==> src/rtl/ifu_inst_fetch.sv <==
// rtl/ifu_inst_fetch.sv - single-outstanding AXI4-Lite instruction fetch with pending PC buffer and flush
module ifu_inst_fetch #(
  parameter int          ADDR_W    = 32,
  parameter int          DATA_W    = 32,
  parameter logic [1:0]  RESP_OKAY = 2'b00
) (
  input  logic              clk,
  input  logic              rst,
  input  logic [ADDR_W-1:0] pc_in,
  input  logic              pc_change,
  input  logic              flush,
  output logic              fetch_busy,
  output logic              arvalid,
  output logic [ADDR_W-1:0] araddr,
  input  logic              arready,
  input  logic              rvalid,
  input  logic [DATA_W-1:0] rdata,
  input  logic [1:0]        rresp,
  output logic              rready,
  output logic              inst_valid,
  output logic [DATA_W-1:0] inst,
  output logic [ADDR_W-1:0] inst_pc,
  output logic              inst_err,
  input  logic              inst_ready
);

  typedef enum logic [1:0] {S_IDLE, S_AR, S_R, S_HOLD} state_t;

  state_t              state_q, state_d;
  logic [ADDR_W-1:0]   araddr_q, araddr_d;
  logic [ADDR_W-1:0]   pend_pc_q, pend_pc_d;
  logic [ADDR_W-1:0]   inst_pc_q, inst_pc_d;
  logic [DATA_W-1:0]   inst_q, inst_d;
  logic                pend_q, pend_d;
  logic                drop_q, drop_d;
  logic                inst_err_q, inst_err_d;

  logic                pend_nxt;
  logic [ADDR_W-1:0]   pend_pc_nxt;
  logic                release_fetch;

  always_ff @(posedge clk) begin
    if (rst) begin
      state_q    <= S_IDLE;
      araddr_q   <= '0;
      pend_pc_q  <= '0;
      inst_pc_q  <= '0;
      inst_q     <= '0;
      pend_q     <= 1'b0;
      drop_q     <= 1'b0;
      inst_err_q <= 1'b0;
    end else begin
      state_q    <= state_d;
      araddr_q   <= araddr_d;
      pend_pc_q  <= pend_pc_d;
      inst_pc_q  <= inst_pc_d;
      inst_q     <= inst_d;
      pend_q     <= pend_d;
      drop_q     <= drop_d;
      inst_err_q <= inst_err_d;
    end
  end

  always_comb begin
    // flush empties the pending slot, but a same-cycle pc_change is the branch target and survives
    pend_nxt    = pend_q && !flush;
    pend_pc_nxt = pend_pc_q;
    if (pc_change && state_q != S_IDLE) begin
      pend_nxt    = 1'b1;
      pend_pc_nxt = pc_in;
    end

    state_d       = state_q;
    araddr_d      = araddr_q;
    pend_d        = pend_nxt;
    pend_pc_d     = pend_pc_nxt;
    inst_pc_d     = inst_pc_q;
    inst_d        = inst_q;
    inst_err_d    = inst_err_q;
    drop_d        = drop_q;
    release_fetch = 1'b0;

    case (state_q)
      S_IDLE: begin
        if (pc_change) begin
          state_d  = S_AR;
          araddr_d = pc_in;
        end
      end
      S_AR: begin
        if (flush)   drop_d  = 1'b1;
        if (arready) state_d = S_R;
      end
      S_R: begin
        if (flush) drop_d = 1'b1;
        if (rvalid) begin
          if (drop_q || flush) begin
            drop_d        = 1'b0;
            release_fetch = 1'b1;
          end else begin
            inst_d     = rdata;
            inst_pc_d  = araddr_q;
            inst_err_d = (rresp != RESP_OKAY);
            state_d    = S_HOLD;
          end
        end
      end
      S_HOLD: begin
        if (inst_ready || flush) release_fetch = 1'b1;
      end
      default: state_d = S_IDLE;
    endcase

    // chain straight into the buffered PC so back-to-back fetches lose no idle cycle
    if (release_fetch) begin
      if (pend_nxt) begin
        state_d  = S_AR;
        araddr_d = pend_pc_nxt;
        pend_d   = 1'b0;
      end else begin
        state_d  = S_IDLE;
      end
    end
  end

  always_comb begin
    arvalid    = (state_q == S_AR);
    rready     = (state_q == S_R);
    inst_valid = (state_q == S_HOLD);
    fetch_busy = (state_q != S_IDLE) || pend_q;
  end

  assign araddr   = araddr_q;
  assign inst     = inst_q;
  assign inst_pc  = inst_pc_q;
  assign inst_err = inst_err_q;

endmodule

==> config.mk <==
export PLATFORM = sky130hd
export DESIGN_NAME = ifu_inst_fetch
export DESIGN_NICKNAME = d
export VERILOG_FILES = /design/src/rtl/ifu_inst_fetch.sv
export SDC_FILE = /design/constraint.sdc
export NUM_CORES = 1
export LEC_CHECK = 0
export ABC_AREA = 1
export ABC_CLOCK_PERIOD_IN_PS = 3200
export CAP_MARGIN = 20
export CORE_ASPECT_RATIO = 1.2
export CORE_MARGIN = 3
export CORE_UTILIZATION = 50
export CTS_CLUSTER_DIAMETER = 30
export DETAILED_ROUTE_END_ITERATION = 8
export MAX_ROUTING_LAYER = met4
export PLACE_DENSITY = 0.95
export SETUP_SLACK_MARGIN = 0.3
export SYNTH_ARGS = -nofsm -noshare
export SYNTH_HDL_FRONTEND = slang
export SYNTH_SLANG_ARGS = --single-unit
==> constraint.sdc <==
create_clock -name clk -period 3.2 [get_ports clk]
set_input_delay 0.48 -clock clk [delete_from_list [all_inputs] [get_ports clk]]
set_output_delay 0.48 -clock clk [all_outputs]
set_load 0.01 [all_outputs]
==> impl_metrics.json, run 1 <==
{
  "postSynthRegisterBits": 133,
  "globalRouteTotalUtil": 0.2485,
  "syn_to_final_growth_pct": 41.22,
  "routed_via_density": 5.126,
  "critical_path_end_type": "primary output",
  "netlist_top_cells_area": "sky130_fd_sc_hd__dfxtp_1, sky130_fd_sc_hd__nand2_1, sky130_fd_sc_hd__nor2_1",
  "timing.hold.worst_path_depth": 2,
  "grt_max_degree": 69,
  "yosys.cell_types.count": 21,
  "cts_sink_cnt": 133,
  "post_cts_resized": 0,
  "outcome": "finished, final reports clean",
  "die-width_um": 102.1,
  "cts_hold_buffers": 0,
  "cts_made_buffers": 17,
  "primary_ff_master_synth": "sky130_fd_sc_hd__dfxtp_1",
  "synth.top_cells.by_count": "sky130_fd_sc_hd__nand2_1, sky130_fd_sc_hd__nor2_1, sky130_fd_sc_hd__dfxtp_1",
  "antenna-diode-count": 0,
  "report.final.slew_viol_count": 0,
  "firstDrtPassIters": 5,
  "sequential_cell_area_in_the_final_layout_mm2": 0.002663,
  "die_y_um": 121.4,
  "worst_slew_pin_slew_ns": 0.9707,
  "synth_area_leader_cell": "sky130_fd_sc_hd__dfxtp_1",
  "yosys_warnings": 0,
  "start_kind": "flop",
  "post_synth_inst_count": 782,
  "start_util": 0.5197,
  "power-per-cell-area_mw_per_mm2": 773.5,
  "cts_setup_buffers": 0,
  "mappedNetlistNets": 859,
  "htree_levels": 4,
  "core_mm2": 0.01067,
  "cts.reportedPaths.clkPinSlew_ns": 0.06,
  "drc": 0,
  "wp_data_arrival_ns": 1.92,
  "final_nets": 1009,
  "ioPinCount": 174,
  "tritoncts_clock_tree": "done",
  "min-delay-path-class": "flop to flop",
  "postSynth.asyncResetShare": 0,
  "synthDominantCellAreaShare": 0.4801,
  "rsz_0062_raised_after_global_routing": "false",
  "final_antenna_net_count": 0,
  "critPathMaxStageDelay_ns": 0.54,
  "critical_path.slowest_cell": "sky130_fd_sc_hd__clkdlybuf4s50_1",
  "filler_cell_count": 798,
  "critPathTopFamily": "buffers and inverters",
  "drt-initial-drc-count": 319,
  "worstRegToRegCells": 9,
  "place.detailed.hpwl_mm": 9.953,
  "clock.fmax_mhz": 417.2,
  "total_overflow_reported_by_the_global_router": 0,
  "synthesis.area_mm2": 0.005545,
  "totalNegativeSetupSlack_ns": 0,
  "post-synth-top-count-cell": "sky130_fd_sc_hd__nand2_1",
  "timing.final.crit_period_ns": 2.397,
  "vias": 5505,
  "worst_ep_required_time_ns": 2.72,
  "clock-root-buffer": "sky130_fd_sc_hd__clkbuf_16",
  "setup_viol": 0,
  "finalWeightedCongestion": 0.8143,
  "post_synth.cell_area_avg_um2": 7.091,
  "critical_path_class": "flop to primary output",
  "period_utilization_post_route": 0.7490,
  "clk_latency_ns": 0.41,
  "number_of_global_route_vias_before_repair": 5187,
  "drv_cap": 0,
  "fp.dieArea_mm2": 0.01240,
  "fin_skew_ns": 0.006897,
  "routed_wl_mm": 15.13,
  "synth_sequential_area_ratio": 0.4801,
  "area_used_by_multi_input_combinational_logic_mm2": 0.002323,
  "cts_max_path_buffers": 2,
  "timing.critical_path.cells": "inv_1 > ha_1 > buf_4 > nand2_1 > clkdlybuf4s50_1",
  "number_of_i_o_port_buffers": 173,
  "fin_cells": 1074,
  "layout_cell_share_with_drive_strength_beyond_1": 0.05397,
  "timing.max_slew.rel_slack": 0.3519,
  "antenna_violations_before_repair": 0,
  "post-place-cells": 1042,
  "max-vdd-ir-drop_mv": 0.4658,
  "crit_path_max_fanout": 16,
  "static_leakage_power_uw": 0.003517,
  "critPathBufInv": 3,
  "cp.depth": 5,
  "global_route_wire_length_before_repair_mm": 24.09,
  "final-hold-violation-count": 0,
  "number_of_placement_rows": 41,
  "number_of_synthesized_flops_with_an_enable_pin": 0,
  "wl_per_cell_um": 14.09,
  "final_core_utilization": 0.7339
}
[cell usage in the layout (no fill, tap or decap)]
cell | synthesis | layout
sky130_fd_sc_hd__nand2_1 | 175 | 174
sky130_fd_sc_hd__clkdlybuf4s50_1 | 0 | 172
sky130_fd_sc_hd__nor2_1 | 170 | 170
sky130_fd_sc_hd__dfxtp_1 | 133 | 133
sky130_fd_sc_hd__inv_1 | 72 | 70
sky130_fd_sc_hd__o21ai_0 | 64 | 64
sky130_fd_sc_hd__a21oi_1 | 35 | 35
sky130_fd_sc_hd__nand3_1 | 33 | 33
sky130_fd_sc_hd__o21a_1 | 32 | 32
sky130_fd_sc_hd__clkbuf_16 | 0 | 17
sky130_fd_sc_hd__buf_4 | 6 | 9
sky130_fd_sc_hd__o21ai_1 | 5 | 5
sky130_fd_sc_hd__clkinvlp_4 | 0 | 5
sky130_fd_sc_hd__ha_1 | 4 | 4
sky130_fd_sc_hd__inv_2 | 1 | 3
sky130_fd_sc_hd__clkinv_4 | 1 | 3
sky130_fd_sc_hd__clkinv_2 | 0 | 3
sky130_fd_sc_hd__clkbuf_8 | 0 | 2
sky130_fd_sc_hd__bufinv_16 | 0 | 2
sky130_fd_sc_hd__nand2_2 | 0 | 1
sky130_fd_sc_hd__nor3_4 | 0 | 1
sky130_fd_sc_hd__or2_2 | 1 | 1
sky130_fd_sc_hd__nand3b_1 | 1 | 1
sky130_fd_sc_hd__o21ai_2 | 1 | 1
sky130_fd_sc_hd__nand2_4 | 1 | 1
sky130_fd_sc_hd__clkbuf_1 | 22 | 1
sky130_fd_sc_hd__buf_2 | 18 | 1
sky130_fd_sc_hd__buf_12 | 0 | 1
[per-stage QoR]
stage | setup slack (ns) | total power [uW] | hold slack, ns | cell area (um^2)
after floorplan | 1.655 | 3476 | 0.4880 | 5545
after global placement | 0.8119 | 4109 | 0.4576 | 7244
after detailed placement | 0.7258 | 4168 | 0.4829 | 7244
after CTS | 0.7971 | 6086 | 0.4906 | 7831
after global routing | 0.7153 | 6444 | 0.5171 | 7831
final | 0.8031 | 6057 | 0.4891 | 7831
[layer usage]
metal	wire length (um)	up-vias	global-route usage	share of wire
li1	-	2722	-	-
met1	5891	2533	0.2674	0.39
met2	7677	211	0.4272	0.51
met3	1115	39	0.05808	0.074
met4	447	0	0.1165	0.030
met5	0	-	-	0
[area by class of cell]
class,instances,area share
Clock buffer,20,0.05832
Inverter,74,0.03611
Multi-Input combinational cell,523,0.2967
Tap cell,129,0.02061
Sequential cell,133,0.3400
Timing Repair Buffer,183,0.2317
Clock inverter,12,0.01662
[state kept, by name, summed over array words and instances, names as in the netlist]
signal / flops
araddr: 32
pend_pc_q: 32
state_q: 2
inst_err: 1
inst: 32
drop_q: 1
pend_q: 1
inst_pc: 32
[power by group]
group / total, uW / switching [uW] / internal, uW
Clock: 1890 / 706 / 1180
Combinational: 2070 / 1160 / 912
Sequential: 2100 / 151 / 1950
[tightest hold or removal path: stages (launching register included)]
cell                      delay [ns]
sky130_fd_sc_hd__dfxtp_1        0.31
sky130_fd_sc_hd__nand2_1        0.06
sky130_fd_sc_hd__a21oi_1        0.07
[worst paths after layout]
path / slack [ns] / to / startpoint
hold reg to reg: 0.49 / inst_err$_SDFFE_PP0P_ / inst_err$_SDFFE_PP0P_
hold / removal: 0.49 / inst_err$_SDFFE_PP0P_ / inst_err$_SDFFE_PP0P_
setup reg to reg: 1.01 / araddr[7]$_SDFF_PP0_ / state_q[1]$_SDFFE_PP0P_
setup / recovery: 0.80 / fetch_busy / state_q[1]$_SDFFE_PP0P_
[logic make-up after synthesis]
family,synth area share
compound gates,0.1388
fa+ha+maj,0.009026
buf+inv,0.1024
flops,0.4801
simple gates,0.2696
Power figures use the tool's default switching activity.
==> run 2: changes to the inputs <==
- ABC_CLOCK_PERIOD_IN_PS: 3200 -> 2100
- CORE_UTILIZATION: 50 -> 42
- PLACE_DENSITY: 0.95 -> 0.87
- clock period: 3.2 -> 2.1 ns (I/O delays scaled with it)
==> run 2 against run 1 <==
  * Clock power rose by 50%
  * Sequential share of layout area decreased by 0.61 points
  * Wire length is 1.6% higher
==> impl_metrics.json, run 2 (synthesis gave the netlist of run 1 again) <==
{
  "totalNegativeSetupSlack_ns": 0,
  "drt-initial-drc-count": 370,
  "cts_setup_buffers": 0,
  "cts_made_buffers": 17,
  "global_route_wire_length_before_repair_mm": 24.85,
  "antenna_violations_before_repair": 0,
  "finalWeightedCongestion": 0.8347,
  "sequential_cell_area_in_the_final_layout_mm2": 0.002664,
  "preCtsSetupSlack_ns": 0.1653,
  "vias": 5429,
  "post-place-cells": 1082,
  "place.detailed.hpwl_mm": 9.964,
  "antenna-diode-count": 0,
  "post-route-cell-area_mm2": 0.007978,
  "routed_wl_mm": 15.38,
  "final-hold-violation-count": 0,
  "die_y_um": 131.9,
  "final_antenna_net_count": 0,
  "critPathMaxStageDelay_ns": 0.38,
  "drc": 0,
  "power-per-cell-area_mw_per_mm2": 1162,
  "number_of_placement_rows": 45,
  "mostFrequentLayoutCell": "sky130_fd_sc_hd__nand2_1",
  "clock.fmax_mhz": 579.7,
  "die-width_um": 110.9,
  "max-vdd-ir-drop_mv": 0.5649,
  "number_of_global_route_vias_before_repair": 5107,
  "wl_per_cell_um": 13.79,
  "final_critical_path_setup_slack_ns": 0.3750,
  "min-delay-path-class": "input pin to flop",
  "report.final.slew_viol_count": 0,
  "cts_hold_buffers": 0,
  "setup_viol": 0,
  "crit_path_max_fanout": 5,
  "drv_cap": 0,
  "critical_path_end_type": "primary output",
  "period_utilization_post_route": 0.8214,
  "worst_slew_pin_slew_ns": 0.7003,
  "total_overflow_reported_by_the_global_router": 0,
  "number_of_i_o_port_buffers": 173,
  "start_kind": "flop",
  "outcome": "finished, final reports clean",
  "timing.max_slew.rel_slack": 0.5331,
  "timing.critical_path.cells": "inv_2 > ha_4 > nand2_1 > dlygate4sd2_1",
  "routed_via_density": 4.869,
  "core_mm2": 0.01278,
  "cts.reportedPaths.clkPinSlew_ns": 0.06,
  "fin_skew_ns": 0.005092,
  "dpl-instance-area_mm2": 0.007348,
  "tritoncts_clock_tree": "done",
  "grt_max_degree": 66,
  "fp.dieArea_mm2": 0.01462,
  "layout.cells.most_common_list": "sky130_fd_sc_hd__nand2_1, sky130_fd_sc_hd__clkdlybuf4s50_1, sky130_fd_sc_hd__nor2_1",
  "critical_path_class": "flop to primary output",
  "clock-root-buffer": "sky130_fd_sc_hd__clkbuf_16",
  "ioPinCount": 174,
  "fin_cells": 1115,
  "cts_sink_cnt": 133,
  "firstDrtPassIters": 4,
  "htree_levels": 4,
  "layout_cell_share_with_drive_strength_beyond_1": 0.07150,
  "worst_ep_required_time_ns": 1.78,
  "area_used_by_multi_input_combinational_logic_mm2": 0.002351,
  "wp_data_arrival_ns": 1.41,
  "rsz_0062_raised_after_global_routing": "false",
  "filler_cell_count": 1134,
  "timing.final.crit_period_ns": 1.725,
  "clk_latency_ns": 0.41,
  "cts_max_path_buffers": 2,
  "start_util": 0.4339,
  "static_leakage_power_uw": 0.003575,
  "syn_to_final_growth_pct": 43.86,
  "globalRouteTotalUtil": 0.2120,
  "critical_path.slowest_cell": "sky130_fd_sc_hd__dfxtp_1",
  "final_nets": 1015
}
-- run 2: cell count changes in the layout (fill, tap and decap cells not counted), sizes merged --
cell           previous run  this run
bufinv                    2         1
clkinvlp                  5         6
clkinv                    6         5
inv                      73        74
clkbuf                   20        21
dlygate4sd2               0         4
buf                      11        17
clkdlybuf4s50           172       167
-- run 2: what timing repair did --
| action | in CTS | in global routing |
|---|---|---|
| endpoints found under the setup margin | 4 | 55 |
| pin swaps | 0 | 1 |
| gates resized for setup | 4 | 13 |
| cloned | 0 | 1 |
-- run 2: worst paths after layout --
path	end	from	depth (start not counted)	slack [ns]
worst min-delay path	araddr[31]$_SDFF_PP0_	pc_change	5	0.35
worst max register to register	inst[15]$_SDFFE_PP0P_	state_q[0]$_SDFFE_PP0P_	8	0.40
worst max-delay path	fetch_busy	state_q[0]$_SDFFE_PP0P_	4	0.37
worst min register to register	inst_err$_SDFFE_PP0P_	inst_err$_SDFFE_PP0P_	2	0.48
-- run 2: final cells by class --
type                            instances  share of cell area
Inverter                               74             0.03545
Clock inverter                         12             0.01302
Multi-Input combinational cell        523              0.2947
Sequential cell                       133              0.3339
Tap cell                              164             0.02572
Clock buffer                           20             0.05850
Timing Repair Buffer                  189              0.2387
-- run 2: worst max-delay path, delay by kind of cell, from the launching register on --
| kind | cells | cell delay [ns] |
|---|---|---|
| buffers and inverters | 2 | 0.35 |
| flip-flops | 1 | 0.38 |
| adder cells (fa/ha/maj) | 1 | 0.19 |
| AND/OR/NAND/NOR | 1 | 0.08 |
-- run 2: power breakdown --
group          total (uW)  internal (uW)  leakage (uW)  switching, uW
combinational        3230           1460       0.00222           1770
clock                2840           1710      0.000266           1120
sequential           3200           2970       0.00108            229
-- run 2: per-layer routing --
layer  vias to the layer above  GRT usage  routed length, um
li1                       2745          -                  -
met1                      2477     0.2455               6562
met2                       176     0.3566               7599
met3                        31    0.04867                885
met4                         0    0.08214                331
met5                         -          -                  0
-- run 2: per-stage QoR --
stage          utilization  hold slack (ns)  power [uW]
2_1_floorplan            -           0.4499        5297
3_3_place_gp        0.5749           0.4558        6320
3_5_place_dp        0.5749           0.4688        6411
4_1_cts             0.6192           0.3315        9246
5_1_grt             0.6242           0.3699        9895
6_report            0.6242           0.3463        9268
==> run 3: changes to the inputs <==
- ABC_CLOCK_PERIOD_IN_PS: 2100 -> 1440
- clock period: 2.1 -> 1.44 ns (I/O delays scaled with it)
==> run 3 against run 2 <==
  * The run now ends with setup timing left
  * Die area unchanged
  * Global-route usage rose by 3.0 points
  * Sequential share of layout area shrank 1.6 points
  * Worst setup slack got worse by 0.57 ns
  * Via count is 5.7% higher
  * Largest power group unchanged
  * Highest routed layer unchanged
==> impl_metrics.json, run 3 (synthesis gave the netlist of run 1 again) <==
{
  "fin_cells": 1152,
  "rsz_0062_raised_after_global_routing": "true",
  "number_of_i_o_port_buffers": 173,
  "use_met2": 0.4035,
  "die-width_um": 110.9,
  "wp_data_arrival_ns": 1.93,
  "filler_cell_count": 1006,
  "critical_path_end_type": "flop",
  "crit_path_max_fanout": 15,
  "tritoncts_clock_tree": "done",
  "worst_slew_pin_slew_ns": 0.3126,
  "antenna_violations_before_repair": 0,
  "post-place-cells": 1102,
  "fp.dieArea_mm2": 0.01462,
  "static_leakage_power_uw": 0.004096,
  "report.final.slew_viol_count": 0,
  "drc": 0,
  "timing.critical_path.cells": "inv_4 > ha_4 > nand2_4 > nor3_4 > buf_6 > buf_6 > buf_12 > o21ai_0 > nor2_1",
  "fin_skew_ns": 0.006864,
  "drt-initial-drc-count": 328,
  "groute.layer.met1.usage": 0.2774,
  "final_critical_path_setup_slack_ns": -0.1974,
  "number_of_global_route_vias_before_repair": 5633,
  "mostFrequentLayoutCell": "sky130_fd_sc_hd__nand2_1",
  "htree_levels": 4,
  "failed_checks": "setup timing",
  "number_of_placement_rows": 45,
  "cts_max_path_buffers": 2,
  "timing.max_slew.rel_slack": 0.7894,
  "setup_viol": 99,
  "clock.fmax_mhz": 610.7,
  "power-per-cell-area_mw_per_mm2": 1749,
  "finalWeightedCongestion": 0.8626,
  "outcome": "finished with violations",
  "total_overflow_reported_by_the_global_router": 0,
  "critical_path_class": "flop to flop",
  "crit_path_launch": "state_q[0]$_SDFFE_PP0P_",
  "ioPinCount": 174,
  "grt_max_degree": 66,
  "period_utilization_post_route": 1.137,
  "cts_made_buffers": 17,
  "vias": 5737,
  "wl_per_cell_um": 15.64,
  "final_nets": 1052,
  "timing.reg2reg.setup_slack_ns": -0.20,
  "clock-root-buffer": "sky130_fd_sc_hd__clkbuf_16",
  "timing.final.crit_period_ns": 1.637,
  "timing.rr.start": "state_q[0]$_SDFFE_PP0P_",
  "die_y_um": 131.9,
  "worst_ep_required_time_ns": 1.74,
  "cts.reportedPaths.clkPinSlew_ns": 0.06,
  "final_antenna_net_count": 0,
  "critPathBufInv": 4,
  "layout.cells.most_common_list": "sky130_fd_sc_hd__nand2_1, sky130_fd_sc_hd__nor2_1, sky130_fd_sc_hd__dfxtp_1",
  "routed_via_density": 4.980,
  "critPathTopFamily": "buffers and inverters",
  "max-vdd-ir-drop_mv": 0.7621,
  "layout_cell_share_with_drive_strength_beyond_1": 0.3269,
  "place.detailed.hpwl_mm": 10.88,
  "start_kind": "flop",
  "drv_cap": 0,
  "dpl-instance-area_mm2": 0.007582,
  "globalRouteTotalUtil": 0.2420,
  "timing.hold.worst_path_depth": 3,
  "worst_hold_startpoint": "rst",
  "worstRegToRegCells": 9,
  "core_mm2": 0.01278,
  "groute.layer.met3.usage": 0.05877,
  "final-hold-violation-count": 0,
  "start_util": 0.4339,
  "clk_latency_ns": 0.42,
  "cts_hold_buffers": 0,
  "reg2reg_to": "inst[1]$_SDFFE_PP0P_",
  "critPathMaxStageDelay_ns": 0.37,
  "whs_endpoint": "pend_pc_q[30]$_SDFF_PP0_",
  "syn_to_final_growth_pct": 54.87,
  "routed_wl_mm": 18.02,
  "critical-path-top-cell-by-count": "sky130_fd_sc_hd__buf_6",
  "cts_sink_cnt": 133,
  "firstDrtPassIters": 7,
  "global_route_wire_length_before_repair_mm": 27.90,
  "critical_path.slowest_cell": "sky130_fd_sc_hd__dfxtp_4",
  "post-route-cell-area_mm2": 0.008588,
  "min-delay-path-class": "input pin to flop",
  "antenna-diode-count": 0,
  "grt-busiest-layer": "met2"
}
run 3: worst max-delay path by stage:
stage                                          end  slack (ns)  cells after the start
after global routing          inst[1]$_SDFFE_PP0P_       -0.17                      9
after CTS                     inst[3]$_SDFFE_PP0P_       -0.06                      9
after floorplan              araddr[25]$_SDFF_PP0_       0.008                     10
after global placement    inst_pc[16]$_SDFFE_PP0P_       -0.25                      7
final                         inst[1]$_SDFFE_PP0P_       -0.20                      9
after detailed placement     inst[13]$_SDFFE_PP0P_       -0.28                      6
run 3: repair_timing:
item | 4_1_cts | 5_1_grt
gates resized for setup | 549 | 70
gates cloned | 3 | 2
pin swaps | 15 | 18
setup endpoints to repair | 232 | 157
setup buffers | 12 | 1
run 3: per-stage QoR:
stage / hold WS (ns) / TNS (ns) / setup WS (ns) / power (uW) / util
after floorplan: 0.3509 / 0 / 0.007810 / 7967 / -
after global placement: 0.4477 / -18.61 / -0.2545 / 9519 / 0.5932
after detailed placement: 0.4621 / -22.59 / -0.2797 / 9628 / 0.5932
after CTS: 0.2806 / -2.990 / -0.06246 / 14650 / 0.6466
after global routing: 0.2990 / -13.53 / -0.1655 / 15920 / 0.6720
final: 0.2900 / -4.589 / -0.1974 / 15020 / 0.6720
run 3: layer usage:
| metal | wire, um | vias to the layer above | part of all wire |
|---|---|---|---|
| li1 | - | 2825 | - |
| met3 | 1075 | 56 | 0.060 |
| met2 | 8880 | 245 | 0.49 |
| met1 | 7356 | 2611 | 0.41 |
| met4 | 709 | 0 | 0.039 |
| met5 | 0 | - | 0 |
run 3: power breakdown:
group,leakage (uW),internal (uW),switching [uW]
Clock,0.000318,3210,1650
Combinational,0.00267,2390,2990
Sequential,0.00110,4390,394
run 3: worst reg2reg max path, delay by kind of cell (launching register included):
| kind | cells | cell delay [ns] |
|---|---|---|
| buffers and inverters | 4 | 0.46 |
| DFF | 1 | 0.37 |
| AOI/OAI and AO/OA | 1 | 0.28 |
| and+or+nand+nor | 3 | 0.24 |
| adders and majority gates | 1 | 0.17 |
run 3: final cells by class:
type	count	area (um^2)	area share
multi-input cells	523	2696	0.3140
flip-flops and latches	133	2731	0.3180
clock buffers	20	466.7	0.05434
repair inverters	1	7.507	0.0008741
well taps	164	205.2	0.02389
inverters	74	295.3	0.03438
repair buffers	225	1986	0.2312
clock inverters	12	200.2	0.02331
